### config.mk
export PLATFORM = sky130hd
export DESIGN_NAME = speed_unit
export DESIGN_NICKNAME = d
export VERILOG_FILES = /design/src/rtl/speed_pkg.sv /design/src/rtl/speed_period_meter.sv /design/src/rtl/speed_unit.sv
export SDC_FILE = /design/constraint.sdc
export NUM_CORES = 1
export LEC_CHECK = 0
export BUFFER_PORTS_ARGS = -buffer_cell sky130_fd_sc_hd__buf_4
export CORE_UTILIZATION = 45
export DETAILED_ROUTE_END_ITERATION = 7
export PLACE_DENSITY = 0.71
export SLEW_MARGIN = 5
export SYNTH_ARGS = -nofsm -noshare
export SYNTH_HDL_FRONTEND = slang
export SYNTH_SLANG_ARGS = --single-unit
### constraint.sdc
create_clock -name clk -period 6.1 [get_ports clk]
set_input_delay 0.305 -clock clk [delete_from_list [all_inputs] [get_ports clk]]
set_output_delay 0.305 -clock clk [all_outputs]
set_load 0.03 [all_outputs]
### src/rtl/speed_pkg.sv
// speed_pkg: shared types and default constants for the wheel speed unit.
//   state_e        - speed request FSM states
//   DEF_CONST      - Q8.8 unit-conversion constant (~73.728)
//   DEF_FRAC       - fractional bits of DEF_CONST dropped before division
//   DEF_MAX_SPEED  - saturation value for the reported speed
//   DEF_TIMEOUT    - tick count after which the wheel is declared stopped
package speed_pkg;

    typedef enum logic [2:0] {
        IDLE,
        ISSUE,
        WAIT_BUSY,
        WAIT_RES,
        SHORT,
        SAT,
        DONE
    } state_e;

    localparam logic [15:0] DEF_CONST     = 16'h49BA;
    localparam int          DEF_FRAC      = 8;
    localparam int          DEF_MAX_SPEED = 99;
    localparam int          DEF_TIMEOUT   = 4000;

endpackage

### src/rtl/speed_period_meter.sv
// speed_period_meter: measures the wheel revolution period in timebase ticks.
//   clk, rst   - system clock, asynchronous active-high reset
//   en_i       - timebase tick enable, counter advances only when high
//   reed_i     - synchronised reed contact level
//   period_o   - latest revolution period (or 4-period average)
//   stopped_o  - wheel stopped / no full revolution measured yet
// Build option SPEED_AVG4_EN: period_o is the average of the last four
// periods and stopped_o stays high until four periods have been collected.
module speed_period_meter
    import speed_pkg::*;
#(
    parameter int WIDTH   = 16,
    parameter int TIMEOUT = DEF_TIMEOUT
) (
    input  logic             clk,
    input  logic             rst,
    input  logic             en_i,
    input  logic             reed_i,
    output logic [WIDTH-1:0] period_o,
    output logic             stopped_o
);

    localparam logic [WIDTH-1:0] TO = WIDTH'(TIMEOUT);

    logic             reed_q;
    logic             edge_w;
    logic             capture_w;
    logic             timeout_w;
    logic             rev_ok_w;
    logic [WIDTH-1:0] cnt_q, cnt_d;
    logic             armed_q, armed_d;
    logic             stopped_q, stopped_d;

    assign edge_w    = reed_i & ~reed_q;
    // armed_q marks that the current count started at a real edge, so the
    // next edge closes a full revolution worth measuring.
    assign capture_w = edge_w & armed_q;

    always_comb begin
        cnt_d     = cnt_q;
        armed_d   = armed_q;
        stopped_d = stopped_q;
        timeout_w = 1'b0;
        if (edge_w) begin
            cnt_d   = '0;
            armed_d = 1'b1;
            if (capture_w && rev_ok_w)
                stopped_d = 1'b0;
        end else begin
            if (en_i && (cnt_q < TO))
                cnt_d = cnt_q + 1'b1;
            // Holding at TIMEOUT keeps re-asserting the stop condition.
            if (cnt_d == TO) begin
                timeout_w = 1'b1;
                stopped_d = 1'b1;
                armed_d   = 1'b0;
            end
        end
    end

    always_ff @(posedge clk or posedge rst) begin
        if (rst) begin
            reed_q    <= 1'b0;
            cnt_q     <= '0;
            armed_q   <= 1'b0;
            stopped_q <= 1'b1;
        end else begin
            reed_q    <= reed_i;
            cnt_q     <= cnt_d;
            armed_q   <= armed_d;
            stopped_q <= stopped_d;
        end
    end

    assign stopped_o = stopped_q;

`ifdef SPEED_AVG4_EN
    logic [3:0][WIDTH-1:0] fifo_q;
    logic [2:0]            fill_q;
    logic [WIDTH+1:0]      sum_q;

    // The fourth collected period is the one that clears stopped.
    assign rev_ok_w = (fill_q >= 3'd3);

    always_ff @(posedge clk or posedge rst) begin
        if (rst) begin
            fifo_q <= '0;
            fill_q <= '0;
            sum_q  <= '0;
        end else if (timeout_w) begin
            fifo_q <= '0;
            fill_q <= '0;
            sum_q  <= '0;
        end else if (capture_w) begin
            fifo_q <= {fifo_q[2:0], cnt_q};
            // Running sum: add the newest, drop the one shifted out.
            sum_q  <= sum_q + {2'b00, cnt_q} - {2'b00, fifo_q[3]};
            if (fill_q != 3'd4)
                fill_q <= fill_q + 3'd1;
        end
    end

    assign period_o = sum_q[WIDTH+1:2];
`else
    logic [WIDTH-1:0] period_q;

    assign rev_ok_w = 1'b1;

    always_ff @(posedge clk or posedge rst) begin
        if (rst)
            period_q <= '0;
        else if (capture_w)
            period_q <= cnt_q;
    end

    assign period_o = period_q;
`endif

endmodule

### src/rtl/speed_unit.sv
// speed_unit: wheel speed computation between the reed sensor and the
// display/mode controller, using a shared sequential divider.
//   clk, rst            - system clock, asynchronous active-high reset
//   en                  - timebase tick enable
//   reed                - synchronised reed contact level
//   circ                - wheel circumference
//   start               - one-cycle speed request
//   div_busy/div_ready  - divider status, div_ready is a one-cycle pulse
//   div_res             - divider quotient
//   div_start           - one-cycle divider launch pulse
//   dividend/divisor    - divider operands, held after launch
//   speed               - latest computed speed (saturated at MAX_SPEED)
//   valid               - speed belongs to the latest accepted request
//   stopped             - wheel stopped or no full revolution yet
// Build option SPEED_AVG4_EN selects a 4-period averaged divisor.
module speed_unit
    import speed_pkg::*;
#(
    parameter int          WIDTH     = 16,
    parameter int          SPEED_W   = 7,
    parameter int          CIRC_W    = 8,
    parameter logic [15:0] CONST     = DEF_CONST,
    parameter int          FRAC      = DEF_FRAC,
    parameter int          MAX_SPEED = DEF_MAX_SPEED,
    parameter int          TIMEOUT   = DEF_TIMEOUT
) (
    input  logic               clk,
    input  logic               rst,
    input  logic               en,
    input  logic               reed,
    input  logic [CIRC_W-1:0]  circ,
    input  logic               start,
    input  logic               div_busy,
    input  logic               div_ready,
    input  logic [WIDTH-1:0]   div_res,
    output logic               div_start,
    output logic [WIDTH-1:0]   dividend,
    output logic [WIDTH-1:0]   divisor,
    output logic [SPEED_W-1:0] speed,
    output logic               valid,
    output logic               stopped
);

    // Extra WIDTH bits of headroom so the shifted product never loses the
    // bits that decide saturation, whatever FRAC/CIRC_W are.
    localparam int               EXT_W = CIRC_W + 16 + WIDTH;
    localparam logic [WIDTH-1:0] MAX_W = WIDTH'(MAX_SPEED);

    logic [WIDTH-1:0]   period_w;
    logic               stopped_w;
    logic [EXT_W-1:0]   prod_ext;
    logic [EXT_W-1:0]   num_ext;
    logic [WIDTH-1:0]   num_w;
    logic [WIDTH-1:0]   clamp_w;

    state_e             state_q;
    logic               pend_q;
    logic               div_start_q;
    logic [WIDTH-1:0]   dividend_q;
    logic [WIDTH-1:0]   divisor_q;
    logic [SPEED_W-1:0] speed_q;
    logic               valid_q;

    speed_period_meter #(
        .WIDTH   (WIDTH),
        .TIMEOUT (TIMEOUT)
    ) u_meter (
        .clk       (clk),
        .rst       (rst),
        .en_i      (en),
        .reed_i    (reed),
        .period_o  (period_w),
        .stopped_o (stopped_w)
    );

    assign prod_ext = EXT_W'(circ) * EXT_W'(CONST);
    assign num_ext  = prod_ext >> FRAC;
    assign num_w    = (|(num_ext >> WIDTH)) ? '1 : num_ext[WIDTH-1:0];
    assign clamp_w  = (div_res > MAX_W) ? MAX_W : div_res;

    always_ff @(posedge clk or posedge rst) begin
        if (rst) begin
            state_q     <= IDLE;
            pend_q      <= 1'b0;
            div_start_q <= 1'b0;
            dividend_q  <= '0;
            divisor_q   <= '0;
            speed_q     <= '0;
            valid_q     <= 1'b0;
        end else begin
            div_start_q <= 1'b0;
            // Requests arriving mid-transaction collapse into one pending flag.
            if (start && (state_q != IDLE))
                pend_q <= 1'b1;
            case (state_q)
                IDLE: begin
                    if (start || pend_q) begin
                        valid_q <= 1'b0;
                        pend_q  <= 1'b0;
                        if (stopped_w)
                            state_q <= SHORT;
                        else if (period_w == '0)
                            state_q <= SAT;
                        else
                            state_q <= ISSUE;
                    end
                end
                ISSUE: begin
                    if (!div_busy) begin
                        dividend_q  <= num_w;
                        divisor_q   <= period_w;
                        div_start_q <= 1'b1;
                        state_q     <= WAIT_BUSY;
                    end
                end
                WAIT_BUSY: begin
                    if (div_busy)
                        state_q <= WAIT_RES;
                end
                WAIT_RES: begin
                    if (div_ready) begin
                        speed_q <= SPEED_W'(clamp_w);
                        state_q <= DONE;
                    end
                end
                SHORT: begin
                    speed_q <= '0;
                    state_q <= DONE;
                end
                SAT: begin
                    speed_q <= SPEED_W'(MAX_W);
                    state_q <= DONE;
                end
                DONE: begin
                    valid_q <= 1'b1;
                    state_q <= IDLE;
                end
                default: state_q <= IDLE;
            endcase
        end
    end

    assign div_start = div_start_q;
    assign dividend  = dividend_q;
    assign divisor   = divisor_q;
    assign speed     = speed_q;
    assign valid     = valid_q;
    assign stopped   = stopped_w;

endmodule
==> metrics.txt, run 1 <==
Die W approximately 110 um; min-delay src reed; FMAX 246 MHz; GR Util All Layers between 10% and 20%; Bufs on Longest Clock Path 2; syn_nets 648; Final GP Congestion about 0.86; cell area after synthesis 5250 um2; final worst slack 2.04 ns; most common cell after layout, fill and taps aside nand2_1; CP endpoint kind register; RSZ-0062 raised after global routing no; fin nets between 700 and 800; FF-to-FF Start state_q[2]; slew margin rel. between 30% and 40%; Top delay family on crit path adder cells; clock tree from TritonCTS yes; Setup-failing EPs final 0; sequential share of the synthesized area 37.7%; Mapped Cells 541; Final Max Tran Viols 0; Core Region around 11000 um2; worst-margin pin slew around 1 ns; number of global-route vias before repair ~3800; Die H ~110 um; max-cap viol count 0; n_diodes 0; PortBufs 71; setup total negative slack 0 ns; Clock Skews approximately 0.0075 ns; Worst-path clk slew roughly 0.060 ns; DR WL met3 412 um; crit path DAT 4.33 ns; grt total ovfl 0; row count 39; crit path time final 4.06 ns; Routed Antenna Nets 0; average size of a mapped cell 9.70 um2; CTS resizes 0; number of flops mapped to enable cells by yosys 0; Power Total 2.36 mW; highest metal used met4; routed vias just under 4000; status complete, no violations; routed length on met1 between 5 and 6 mm; die area approximately 12000 um2; clk sinks between 70 and 80; pin count of the biggest net entering global routing 80; ratio of cells with drive above 1 in the final layout between 10% and 20%; CTS Buf Count 9; power density over the cells roughly 380 nW/um2; Post-synth ARST share 100%; initial core utilization 46.2%; worst path buffer plus inverter count 5; met2 WL post-DR between 4 and 5 mm; Routed WL between 10 and 15 mm; Syn. warnings 0; Unique masters post-synth roughly 60; first-pass GRT wire length approximately 18 mm; Critical Path Start Type input pin; most frequent cells in the layout 83 x nand2_1, 78 x dfrtp_1, 74 x buf_4, 68 x inv_1, 51 x ha_1; worst skew pair latency 0.34 ns; peak supply drop roughly 230 uV; vias per cell 5.24; FF+latch count, synth 79; antenna violations before repair 0; DRT Pass-1 Iters 4; Hold Buf Count CTS 0; Cell Count, Final, Fillers Out 757; # IOs 73; LEAKAGE ~3.3 nW; Clock H-tree levels 3; dpl cells around 740; hold violation count in the final report 0; Top FF cell, synth dfrtp_1; WL/cell roughly 14 um; Post-route DRC 0; Layout area overhead 18.9%; CP max stage delay 0.53 ns; WS Path Type input pin to register; detailed router's first-iteration violation count about 300; critical-path maximum fanout 6; post-CTS setup buffer count 0; worst endpoint required time approximately 6.4 ns; CTS root buffer clkbuf_16; pre-CTS setup slack between 1.5 and 2 ns; Final HPWL DP 8.46 mm; CP max-delay cell fa_1; Hold/Removal Path Class input pin to register; Setup crit start circ[5]; critical-path cell list buf_4 -> fa_1 -> inv_1 -> fa_1 -> inv_1 -> fa_1 -> inv_1 -> fa_1 -> inv_1 -> ha_1 -> nand4_1 -> o21ai_0 -> a211o_1 -> a21oi_1 -> or4_1 -> nand3_1; final worst path period share between 60% and 70%
worst register-to-register path, stage by stage, from the launching register on:
cell,delay [ns]
dfrtp_1,0.43
inv_1,0.18
nand2_1,0.11
or3_1,0.33
buf_4,0.27
inv_1,0.57
o21ai_0,0.20
a221o_1,0.29
o21ai_0,0.13
power by group:
group	internal [mW]	switching (mW)
Sequential	0.616	0.0886
Clock	0.371	0.209
Combinational	0.442	0.637
Total	1.43	0.935
per-stage QoR:
| step | instance area, um2 | utilization (%) | hold WS [ns] |
|---|---|---|---|
| floorplan | 5250 | - | 0.336 |
| global placement | 5910 | 52.0 | 0.422 |
| detailed placement | 5910 | 52.0 | 0.428 |
| CTS | 6240 | 54.9 | 0.0677 |
| global route | 6240 | 54.9 | 0.0736 |
| finish | 6240 | 54.9 | 0.0825 |
routing by layer:
layer	up-vias	GRT usage [%]
li1	1977	-
met4	0	6.10
met1	1897	26.7
met2	85	29.6
met3	11	3.94
met5	-	0
synthesized netlist by cell type, drive strengths merged, types with 2 or more instances:
cell	n	share of area, %
o31ai	7	1.0
xnor2	11	1.8
o21ai	21	2.0
a211oi	3	0.43
a221o	2	0.38
fa	25	9.5
dfrtp	78	37
and4	2	0.33
inv	69	4.9
nor2	31	2.2
and2	2	0.24
nor3	7	0.67
a2bb2oi	2	0.33
nor2b	7	0.83
o22ai	4	0.48
clkbuf	12	0.86
a221oi	2	0.33
a21o	11	1.6
buf	5	0.52
xor2	5	0.83
nor4	8	1.4
or2	4	0.48
a211o	2	0.33
o21bai	4	0.57
nand2	83	5.9
a31oi	2	0.24
a311oi	2	0.33
mux2	15	3.2
o211ai	4	0.93
or3	4	0.48
nand4	5	0.60
nand3	5	0.48
a21oi	22	2.1
ha	51	12
mux2i	2	0.38
or4	2	0.29
cell families (layout without fill, tap and decap cells):
group,after synthesis,after routing,share of synthesized area [%]
XOR/XNOR,16,16,2.67
other,1,1,0.0714
flip-flops,79,79,37.7
AO/OA/AOI/OAI,101,101,13.3
buffers and inverters,86,159,6.32
adder cells (fa/ha/maj),76,76,21.7
AND/OR/NAND/NOR,165,165,14.7
multiplexers,17,17,3.60
registers in the layout, indices dropped and copies added, names as in the netlist:
signal,flops
u_meter.armed_q,1
divisor,16
u_meter.period_o,16
valid,1
pend_q,1
u_meter.cnt_q,16
speed,7
div_start,1
u_meter.reed_q,1
u_meter.stopped_o,1
state_q,3
dividend,15
path summary, 6_finish.rpt:
| kind | to | slack (ns) | cells past startpoint |
|---|---|---|---|
| worst max-delay path | dividend[10] | 2.04 | 16 |
| worst min-delay path | u_meter.reed_q | 0.08 | 1 |
| worst max register to register | dividend[11] | 3.49 | 8 |
| worst min register to register | divisor[0] | 0.47 | 2 |
| max in group asynchronous | u_meter.period_o[2] | 5.20 | 3 |
| min in group asynchronous | speed[6] | 0.27 | 3 |
layout make-up:
type,count,area [um2]
fillers,1045,5130
multi-input cells,376,2940
flip-flops and latches,79,1980
repair buffers,74,556
inverters,69,260
clock buffers,10,239
well taps,143,179
clock inverters,6,91.3
Power figures use the tool's default switching activity.
==> run 2, diff against run 1 <==
Clock period 6.1 ns to 4 ns, I/O delays scaled along.
==> run 2 against run 1 <==
  * Worst setup slack got worse by 1.9 ns
  * Clock power rose by 29%
  * Sequential cell count did not move
  * Sequential power rose by 52%
  * Critical path type unchanged
  * Largest cell class unchanged
  * Largest power group unchanged
==> metrics.txt, run 2 (synthesized netlist as in run 1, its figures left out) <==
final core occ 56.1% (+1.2 points); n_diodes 0 (unchanged); Layout area overhead 21.6%; Clock H-tree levels 3 (unchanged); Hold/Removal Path Class input pin to async pin; DP Area 6100 um2 (+3.2%); Clock Skews 0.0129 ns (+0.00542 ns); Reg2Reg Setup Slack 1.37 ns (-2.12 ns); final worst path period share between 90% and 100%; Worst-path clk slew 0.06 ns (about the same); max-cap viol count 0 (unchanged); GR Util All Layers 20.1% (+1.0 points); ratio of cells with drive above 1 in the final layout 22.2% (+3.0 points); Final Max Tran Viols 0 (unchanged); DRT Pass-1 Iters 4 (unchanged); Post-route DRC 0 (unchanged); most common cell after layout, fill and taps aside buf_4; CP max stage delay 0.54 ns (about the same); Critical Path Start Type input pin; Final HPWL DP 8.85 mm (+4.7%); worst r2r dst dividend[11]; pre-CTS setup slack -0.233 ns (-1.93 ns); clk sinks 79 (unchanged); power density over the cells 577 nW/um2 (+52%); Die W 110 um (unchanged); initial core utilization 46.2% (unchanged); worst endpoint required time 4.21 ns (-2.16 ns); slew margin rel. 34.5% (-0.50 points); worst hold slack 0.0529 ns (-0.0295 ns); worst-margin pin slew 0.982 ns (+0.00751 ns); grt total ovfl 0 (unchanged); sequential cell area 1980 um2 (unchanged); crit path time final between 3 and 4 ns; RSZ-0062 raised after global routing no; hold violation count in the final report 0 (unchanged); Setup-failing EPs final 0 (unchanged); Routed Antenna Nets 0 (unchanged); CP endpoint kind register; Bufs on Longest Clock Path 2 (unchanged); LEAKAGE 3.36 nW (+3.0%); crit path DAT 4.06 ns (-0.27 ns); worst path buffer plus inverter count 5 (unchanged); CTS root buffer clkbuf_16; Routed WL 11.4 mm (+4.6%); FMAX ~260 MHz; Die H 110 um (unchanged); design area 6380 um2 (+2.3%); Top delay family on crit path adder cells; post-CTS setup buffer count 0 (unchanged); Reg2Reg Depth 8 (unchanged); number of global-route vias before repair 3964 (+3.1%); final worst slack 0.159 ns (-1.88 ns); row count 39 (unchanged); multi-input combinational cell area 2940 um2 (unchanged); CTS Buf Count 9 (unchanged); PortBufs 71 (unchanged); die area 12100 um2 (unchanged); critical-path cell list buf_4 -> fa_1 -> inv_1 -> fa_1 -> inv_1 -> fa_1 -> inv_1 -> fa_1 -> inv_1 -> ha_1 -> nand4_1 -> nor2_1 -> and2_1 -> o31a_1 -> or3_1 -> a22o_1; status complete, no violations; fin nets 742 (+3.6%); WL/cell 14.5 um (+1.3%); clock tree from TritonCTS yes; FF-to-FF Start state_q[2]; WS Path Type input pin to register; first-pass GRT wire length 18.7 mm (+4.0%); routed vias 4055 (+2.1%); most frequent cells in the layout 99 x buf_4, 83 x nand2_1, 78 x dfrtp_1, 68 x inv_1, 51 x ha_1; detailed router's first-iteration violation count 259 (-13%); vias per cell 5.19 (-1.1%); critical-path maximum fanout 3 (-3); layout filler cell count 993 (-5.0%); CP max-delay cell fa_1; worst skew pair latency 0.34 ns (about the same); Final GP Congestion 0.869 (+1.2%); peak supply drop 342 uV (+49%); Core Region 11400 um2 (unchanged); antenna violations before repair 0 (unchanged); pin count of the biggest net entering global routing 58 (-28%); # IOs 73 (unchanged)
## run 2: changes by cell type in the layout (fill, tap and decap cells not counted), sizes merged
cell / change
buf: +25
bufinv: -2
clkinv: +1
clkinvlp: +1
dlygate4sd3: +1
inv: -1
## run 2: worst reg2reg max path, stage by stage, from the launching register on
cell and delay, ns:
dfrtp_1 0.42, inv_1 0.18, nand2_1 0.11, or3_1 0.32, buf_4 0.28, inv_1 0.61
o21ai_0 0.19, a221o_1 0.30, o21ai_0 0.14
## run 2: worst max path at each step
stage,start,to,slack [ns],cells after the start
floorplan,circ[5],dividend[10],0.07,15
global placement,circ[5],dividend[10],-0.14,16
detailed placement,circ[5],dividend[10],-0.23,16
CTS,circ[5],dividend[10],0.11,16
global route,circ[5],dividend[10],0.004,16
finish,circ[5],dividend[7],0.16,16
## run 2: metal layers
metal	global-route usage (%)	up-vias	share of wire, %
li1	-	2022	-
met1	27.4	1951	48
met2	32.6	73	48
met3	3.06	9	3.0
met4	6.76	0	1.2
met5	0	-	0
## run 2: layout make-up
| class | count | share of cell area (%) |
|---|---|---|
| multi-input cells | 376 | 46.0 |
| flip-flops and latches | 79 | 31.0 |
| repair buffers | 100 | 11.8 |
| inverters | 69 | 4.08 |
| clock buffers | 10 | 3.74 |
| well taps | 143 | 2.80 |
| clock inverters | 5 | 0.549 |
## run 2: per-stage QoR
step                      power (mW)  setup TNS (ns)  instances
after floorplan                 2.28               0        541
after global placement          2.89          -0.524        766
after detailed placement        2.95           -1.26        766
after CTS                       3.70               0        782
after global routing            3.97               0        782
final                           3.68               0        782
## run 2: repair_timing
item	4_1_cts	5_1_grt
setup endpoints to repair	0	2
endpoints found under the hold margin	1	0
hold buffers	1	0
gates resized for setup	0	1
## run 2: where the power goes
part,total [mW],switching [mW],internal [mW]
sequential,1.07,0.135,0.939
combinational,1.86,1.03,0.835
clock,0.746,0.313,0.433
